## src/rtl/tshift_pkg.sv

```systemverilog
// Shared definitions for the CAN transmit shift-register controller.
// Latency: n/a (types and constants only).
// Backpressure: n/a.
// Contents: controller state encoding and the default register geometry,
// shared with the shift-register wrapper so both agree on WIDTH/CNTW.
package tshift_pkg;

  // Default number of cells in the transmit shift register (longest frame).
  localparam int TSHIFT_WIDTH = 103;
  // Bit-counter width; 2**TSHIFT_CNTW must exceed TSHIFT_WIDTH.
  localparam int TSHIFT_CNTW  = 7;

  typedef enum logic [1:0] {
    ST_IDLE  = 2'd0,
    ST_LOAD  = 2'd1,
    ST_SHIFT = 2'd2,
    ST_DONE  = 2'd3
  } tshift_state_e;

endpackage

```

## src/rtl/tshift_bitcnt.sv

```systemverilog
// Loadable bit counter: latches the frame length, counts shifted bits, compares to length.
// Latency: count updates on the edge after inc_i; compare outputs are combinational from state.
// Backpressure: none; inc_i is ignored once the count has reached the latched length.
// Ports:
//   clock, reset      - system clock, asynchronous active-low reset
//   load_i, len_i     - latch a new length and clear the count
//   inc_i             - count one shifted bit
//   cnt_o             - bits counted so far
//   len_zero_o        - latched length is zero
//   last_o            - the next increment reaches the latched length
module tshift_bitcnt
  import tshift_pkg::*;
#(
  parameter int CNTW = TSHIFT_CNTW
) (
  input  logic            clock,
  input  logic            reset,
  input  logic            load_i,
  input  logic [CNTW-1:0] len_i,
  input  logic            inc_i,
  output logic [CNTW-1:0] cnt_o,
  output logic            len_zero_o,
  output logic            last_o
);

  logic [CNTW-1:0] len_q, len_d;
  logic [CNTW-1:0] cnt_q, cnt_d;
  logic [CNTW-1:0] cnt_inc;

  assign cnt_inc = cnt_q + 1'b1;

  always_comb begin
    len_d = len_q;
    cnt_d = cnt_q;
    if (load_i) begin
      len_d = len_i;
      cnt_d = '0;
    end else if (inc_i && (cnt_q != len_q)) begin
      // Saturate at the latched length so the count can never wrap.
      cnt_d = cnt_inc;
    end
  end

  always_ff @(posedge clock or negedge reset) begin
    if (!reset) begin
      len_q <= '0;
      cnt_q <= '0;
    end else begin
      len_q <= len_d;
      cnt_q <= cnt_d;
    end
  end

  assign cnt_o      = cnt_q;
  assign len_zero_o = (len_q == '0);
  assign last_o     = (cnt_inc == len_q);

endmodule

```

## src/rtl/tshift_ctrl.sv

```systemverilog
// Sequencer for the CAN transmit shift register: preload a frame, then shift one bit per tick.
// Latency: start -> load 1 cycle; tick -> sh_enable 0 cycles (Mealy); last shift -> done 1 cycle.
// Backpressure: stuff_req holds the register for that tick; abort cancels; start ignored while busy.
// Ports:
//   clock, reset                  - system clock, asynchronous active-low reset
//   start, frame_len              - request and length (sampled only in IDLE)
//   bit_tick, stuff_req, abort    - transmit point, stuff-bit hold, cancel
//   sh_enable, sh_load            - common enable/load lines of the shift cells
//   busy, done, bits_sent         - status: not idle, completion pulse, shifted-bit count
module tshift_ctrl
  import tshift_pkg::*;
#(
  parameter int WIDTH = TSHIFT_WIDTH,
  parameter int CNTW  = TSHIFT_CNTW   // 2**CNTW must exceed WIDTH
) (
  input  logic            clock,
  input  logic            reset,
  input  logic            start,
  input  logic [CNTW-1:0] frame_len,
  input  logic            bit_tick,
  input  logic            stuff_req,
  input  logic            abort,
  output logic            sh_enable,
  output logic            sh_load,
  output logic            busy,
  output logic            done,
  output logic [CNTW-1:0] bits_sent
);

  localparam logic [CNTW-1:0] WIDTH_C = CNTW'(WIDTH);

  tshift_state_e   state_q, state_d;
  logic [CNTW-1:0] len_clamp;
  logic            cnt_load;
  logic            shift_en;
  logic            len_zero;
  logic            cnt_last;

  // Frames longer than the register are truncated to the register length.
  assign len_clamp = (frame_len > WIDTH_C) ? WIDTH_C : frame_len;

  assign cnt_load = (state_q == ST_IDLE) && start;
  // A tick shifts only when it is not a stuff bit and not being aborted.
  assign shift_en = (state_q == ST_SHIFT) && bit_tick && !stuff_req && !abort;

  tshift_bitcnt #(
    .CNTW (CNTW)
  ) u_bitcnt (
    .clock      (clock),
    .reset      (reset),
    .load_i     (cnt_load),
    .len_i      (len_clamp),
    .inc_i      (shift_en),
    .cnt_o      (bits_sent),
    .len_zero_o (len_zero),
    .last_o     (cnt_last)
  );

  always_ff @(posedge clock or negedge reset) begin
    if (!reset) begin
      state_q <= ST_IDLE;
    end else begin
      state_q <= state_d;
    end
  end

  always_comb begin
    state_d = state_q;
    case (state_q)
      ST_IDLE: begin
        if (start) state_d = ST_LOAD;
      end
      ST_LOAD: begin
        if (abort)         state_d = ST_IDLE;
        else if (len_zero) state_d = ST_DONE;
        else               state_d = ST_SHIFT;
      end
      ST_SHIFT: begin
        if (abort)                     state_d = ST_IDLE;
        else if (shift_en && cnt_last) state_d = ST_DONE;
      end
      ST_DONE: begin
        state_d = ST_IDLE;
      end
      default: state_d = ST_IDLE;
    endcase
  end

  always_comb begin
    sh_enable = 1'b0;
    sh_load   = 1'b0;
    done      = 1'b0;
    case (state_q)
      ST_LOAD: begin
        // Cells capture the preload: both lines high together.
        sh_load   = 1'b1;
        sh_enable = 1'b1;
      end
      ST_SHIFT: sh_enable = shift_en;
      // An abort arriving in the completion cycle suppresses the pulse.
      ST_DONE:  done      = !abort;
      default: ;
    endcase
  end

  assign busy = (state_q != ST_IDLE);

endmodule

```

## config.mk

```make
export PLATFORM = sky130hd
export DESIGN_NAME = tshift_ctrl
export DESIGN_NICKNAME = d
export VERILOG_FILES = /design/src/rtl/tshift_pkg.sv /design/src/rtl/tshift_bitcnt.sv /design/src/rtl/tshift_ctrl.sv
export SDC_FILE = /design/constraint.sdc
export NUM_CORES = 1
export LEC_CHECK = 0
export ABC_AREA = 1
export BUFFER_PORTS_ARGS = -buffer_cell sky130_fd_sc_hd__buf_2
export CAP_MARGIN = 20
export CORE_MARGIN = 4
export CORE_UTILIZATION = 53
export DETAILED_ROUTE_END_ITERATION = 6
export GPL_TIMING_DRIVEN = 1
export PLACE_DENSITY = 0.77
export SKIP_CTS_REPAIR_TIMING = 1
export SYNTH_ARGS = -nofsm -noshare
export SYNTH_HDL_FRONTEND = slang
export SYNTH_SLANG_ARGS = --single-unit
export TNS_END_PERCENT = 20
```

## constraint.sdc

```tcl
create_clock -name clock -period 2.8 [get_ports clock]
set_clock_uncertainty 0.2 [all_clocks]
set_input_delay 0.28 -clock clock [delete_from_list [all_inputs] [get_ports clock]]
set_output_delay 0.28 -clock clock [all_outputs]
set_load 0.03 [all_outputs]
```

# Word level (Yosys, flattened, before mapping)
# Cells that the tools add are included.
# op_classes
multipliers	0
n_mux	12
addsub	1
reduce_logical	13
bitwise_logic	0
n_eq_ne	7
n_shift	0
n_lt_le_gt_ge	1
div_mod_pow	0
# op_table
cell	n
$mux 7	3
$mux 2	4
$pmux 2 s4	1
$add 7x1->7 const B	1
$eq 7x7->1	1
$gt 7x7->1 const B	1
$logic_not 7->1	1
$ne 7x7->1	1
$logic_and 1x1->1	6
$eq 2x2->1 const B	2
$reduce_bool 2->1	2
$mux 1	3
$ne 3x2->1 const B	1
$eq 2x1->1 const B	1
$logic_not 1->1	2
$logic_not 2->1	1
$ne 2x2->1 const B	1
$pmux 1 s2	1
$reduce_and 2->1	1
# totals
ramBits	0
memories	0
input_bits	13
mem_bits_ro	0
ff_bits	16
latch_bits	0

# Logic depth before layout (Yosys ltp)
# depth
ltp_word	8
mapped_depth	11

# Modules after synthesis
# From an unflattened synthesis, not the netlist that was laid out.
# hier_totals
cells_unflattened	180
area_unflattened_um2	1261.2
# modules_own_cells
mod	cells_per_inst	area_per_inst_um2	n_inst	seq_area_each_um2
tshift_bitcnt	132	963.4	1	350.3
tshift_ctrl	48	297.8	1	50.0

# Worst setup path before layout
# No wires, ideal clock.
# synth_timing
path_type	reg2reg
from	register u_bitcnt.cnt_q[1] (netlist: u_bitcnt.cnt_o[1])
to	register state_q[0]
n_path_buf	0
t_arrival_ns	1.584
path_stages_with_launch	10
setup_slack_ns	0.899
synth_period_minus_slack_ns	1.901
cell_sequence	dfrtp_1 -> ha_1 -> nand2_1 -> inv_1 -> nand3_2 -> or2_0 -> nand3_1 -> o21bai_2 -> nand3_1 -> nand2_1
# synth_via
elab_chain_len	5
# synth_lines
element	line_no	source
start: declaration	tshift_bitcnt.sv:27	logic [CNTW-1:0] cnt_q, cnt_d;
start signal: assignment	tshift_bitcnt.sv:50	cnt_q <= cnt_d;
$add 7x1->7	tshift_bitcnt.sv:30	assign cnt_inc = cnt_q + 1'b1;
$eq 7x7->1	tshift_bitcnt.sv:56	assign last_o = (cnt_inc == len_q);
$logic_and 1x1->1	tshift_ctrl.sv:80	else if (shift_en && cnt_last) state_d = ST_DONE;
$ne 3x2->1 (no source line)	--	
$reduce_and 2->1 (no source line)	--	
end signal: assignment	tshift_ctrl.sv:63	state_q <= state_d;
end: declaration	tshift_ctrl.sv:32	tshift_state_e state_q, state_d;
# Every way passes these cells.
# A chain may end at the register's enable or synchronous reset.

# Final worst setup path
# layout_timing
from	register state_q[0]
to	output port sh_enable
# layout_via
elab_chain_len	5
# layout_lines
element	line_no	source
$eq 2x2->1	tshift_ctrl.sv:44, tshift_ctrl.sv:93	
$logic_and 1x1->1 (3 in series)	tshift_ctrl.sv:44	assign shift_en = (state_q == ST_SHIFT) && bit_tick && !stuff_req && !abort;
$pmux 1 s2 *	tshift_ctrl.sv:93	case (state_q)
end: declaration	tshift_ctrl.sv:23	output logic sh_enable,
# Every way passes the cells marked *; elsewhere a longest branch is shown, timed or not.

==> flow_summary.ini <==
[clock_network]
max-clock-path-buffers = 2
tritoncts.num_buffers = 3
clockRootBuffer = clkbuf_4
clkSinkCount = 16
clkTransAtPathRegs_ns = 0.10
clock_tree_from_tritoncts = done
worstSkewPairLatency_ns = 0.29
cts-htree-levels = 1

[pwr]
clk_pwr_share = 0.113
power.leakage_nw = 0.752
cell_internal_pwr_mw = 0.679
p_sw_frac = 0.508
power.ir.vdd_worst_uv = 583
p_sw_mw = 0.700
p_per_area_nw_per_um2 = 1010
seqPwrFrac = 0.310
comb_power_share = 0.577

[routing]
drt-initial-drc-count = 32
postRouteAntennaNets = 0
drt-wirelength-per-cell_um = 12.6
routed_wirelength_um = 2700
detail_route.drc_violations = 0
first_pass_iters = 4
vias = 1115
route.detailed.vias_per_inst = 5.19

[synth]
synth_nets = 181
synth.ff_latch_count = 16
post_synth_num_cell_types = 29
synth-edff-count = 0
syn_area_um2 = 1180
synth-main-ff-cell = dfrtp_1
number_of_instances_in_the_synthesized_netlist = 162
synthesis.area_per_instance_um2 = 7.28
seq_area_frac_synth = 0.339
synth_warnings = 0
share_of_async_settable_or_async_resettable_flops_after_synthesis = 1.00

[sta]
setup_slack_ns = 0.664
timing.hold.ws_ns = 0.000672
setup_viol_count_final = 0
worstMarginPinSlew_ns = 0.454
final_hold_viol_count = 0
report.final.slew_viol_count = 0
setup-tns-final_ns = 0
final_period_minus_worst_setup_slack_ns = 2.14
worst_slew_margin_rel = 0.697
grt_setup_unrepaired = no
achievable-frequency_mhz = 468
timing.final.crit_share = 0.763

[setup_path]
setup.worst_path.end_class = output port
worstSetupStartpoint = state_q[0]$_DFFE_PN0P_
worst_path_fanout_max = 4
depth_of_the_worst_register_to_register_path = 11
setup.worst_path.end = sh_enable
critical-path-slowest-cell = dfrtp_1
worst-setup-path-type = flip-flop to output port
worstPathArrival_ns = 1.66
r2r_end = state_q[0]$_DFFE_PN0P_
critical_path.reg2reg.startpoint = state_q[0]$_DFFE_PN0P_
crit_path_cell_trace = inv_1, ha_1, nand2_2, nor2_4, o21a_1, buf_2
worst_path_largest_cell_delay_ns = 0.44
setup.worst_path.start_class = flip-flop
crit_required_ns = 2.32
worst-r2r-setup-slack_ns = 0.83

[finish]
layout-drive-gt1-share = 0.245
finalCoreUtilization = 0.669
area_delta_synth_final_pct = 15.8
num_antenna_cells = 0
design.final.nets = 208
finish.instance_area_um2 = 1370

[grt]
track_usage = 0.204
grt_use_met2 = 0.344
number_of_antenna_violations_at_the_first_check_in_global_routing = 0
wire_length_of_the_first_global_routing_pass_um = 4450
global_route_layer_with_the_greatest_usage = met2
grt_util_met1 = 0.271
groute.layer.met3.usage = 0.0161
global_route.overflow_total = 0
first_global_vias = 1028
grt_max_degree = 17

[floorplanning]
die_h_um = 55.2
die_area_um2 = 3040
num_rows = 16
design.core.area_um2 = 2040
die-width_um = 55.2
initial_utilization = 0.578
design.portCount = 24

[place]
dp_slack_ns = 0.863
port_buffers = 23
hpwl_um = 2120
gp_congestion = 0.882
dpl-instance-area_um2 = 1320

[hold_path]
timing.hold.worst.class = input port to flip-flop

[outcome]
run_status = finished clean

[run]
maxCapViolCount = 0
==> flip-flops by register name, indices dropped and copies added (netlist names) <==
| name | flops |
|---|---|
| state_q | 2 |
| u_bitcnt.cnt_o | 7 |
| u_bitcnt.len_q | 7 |
==> layout by cell type (no fill, tap or decap), drive strengths merged, types with 2 or more instances in the layout <==
master	n
nand2	53
xnor2	3
dfrtp	16
inv	20
or2	2
xor2	5
o21ai	13
buf	23
nor3	2
nand3	17
nor2	16
clkbuf	4
ha	6
==> cell type report <==
cell class	instances	area (µm²)
sequential	16	400
clock buffer	4	36.3
tap	27	33.8
fill	173	676
multi-input combinational	124	696
timing repair buffer	24	125
inverter	20	75.1
==> cells by family (layout without fill, tap and decap cells) <==
| group | Yosys count | in the layout | share of synthesized area |
|---|---|---|---|
| and+or+nand+nor | 94 | 94 | 0.385 |
| buffers and inverters | 22 | 48 | 0.0710 |
| AOI/OAI and AO/OA | 16 | 16 | 0.0817 |
| DFF | 16 | 16 | 0.339 |
| xor gates and xnor gates | 8 | 8 | 0.0594 |
| adders and majority gates | 6 | 6 | 0.0636 |
==> worst max-delay path, delay by kind of cell (launching register included) <==
kind | cells | cell delay (ns)
AO/OA/AOI/OAI | 1 | 0.13
flip-flops | 1 | 0.44
adder cells (fa/ha/maj) | 1 | 0.20
AND/OR/NAND/NOR | 2 | 0.27
buffers and inverters | 2 | 0.33
==> per-layer routing <==
metal  vias up  routed length, µm
li1        567                  -
met3         4                149
met5         -                  0
met1       504               1200
met4         0                 36
met2        40               1320
==> how the worst min path moves through the flow <==
stage | from | endpoint | cells past startpoint
after floorplan | reset | state_q[0]$_DFFE_PN0P_ | 0
after global placement | reset | u_bitcnt.cnt_o[3]$_DFFE_PN0P_ | 1
after detailed placement | reset | u_bitcnt.cnt_o[3]$_DFFE_PN0P_ | 1
after CTS | reset | u_bitcnt.cnt_o[5]$_DFFE_PN0P_ | 1
after global routing | frame_len[5] | u_bitcnt.len_q[5]$_DFFE_PN0P_ | 3
final | frame_len[5] | u_bitcnt.len_q[5]$_DFFE_PN0P_ | 3
==> power by group through the flow <==
stage | Clock [mW] | Combinational (mW) | Sequential [mW]
after floorplan | 0 | 0.565 | 0.450
after global placement | 0 | 0.766 | 0.426
after detailed placement | 0 | 0.785 | 0.428
after CTS | 0.156 | 0.794 | 0.425
after global routing | 0.167 | 0.888 | 0.438
final | 0.156 | 0.796 | 0.427
==> synth_stat cells, types with 2 or more instances <==
cell | n | area [µm²]
nor2_2 | 3 | 18.8
inv_1 | 19 | 71.3
nor3_1 | 2 | 10.0
ha_1 | 6 | 75.1
dfrtp_1 | 16 | 400
o21ai_2 | 2 | 17.5
nand3_1 | 14 | 70.1
nand3_2 | 3 | 30.0
nand2_2 | 4 | 25.0
o21ai_1 | 2 | 10.0
nand2_1 | 47 | 176
xnor2_1 | 3 | 26.3
o21ai_0 | 9 | 45.0
xor2_1 | 5 | 43.8
nand2_4 | 2 | 22.5
nor2_1 | 12 | 45.0
==> through the flow <==
stage | std cells | total power, mW
after floorplan | 162 | 1.01
after global placement | 210 | 1.19
after detailed placement | 210 | 1.21
after CTS | 214 | 1.37
after global routing | 215 | 1.49
final | 215 | 1.38
Power figures use the tool's default switching activity.
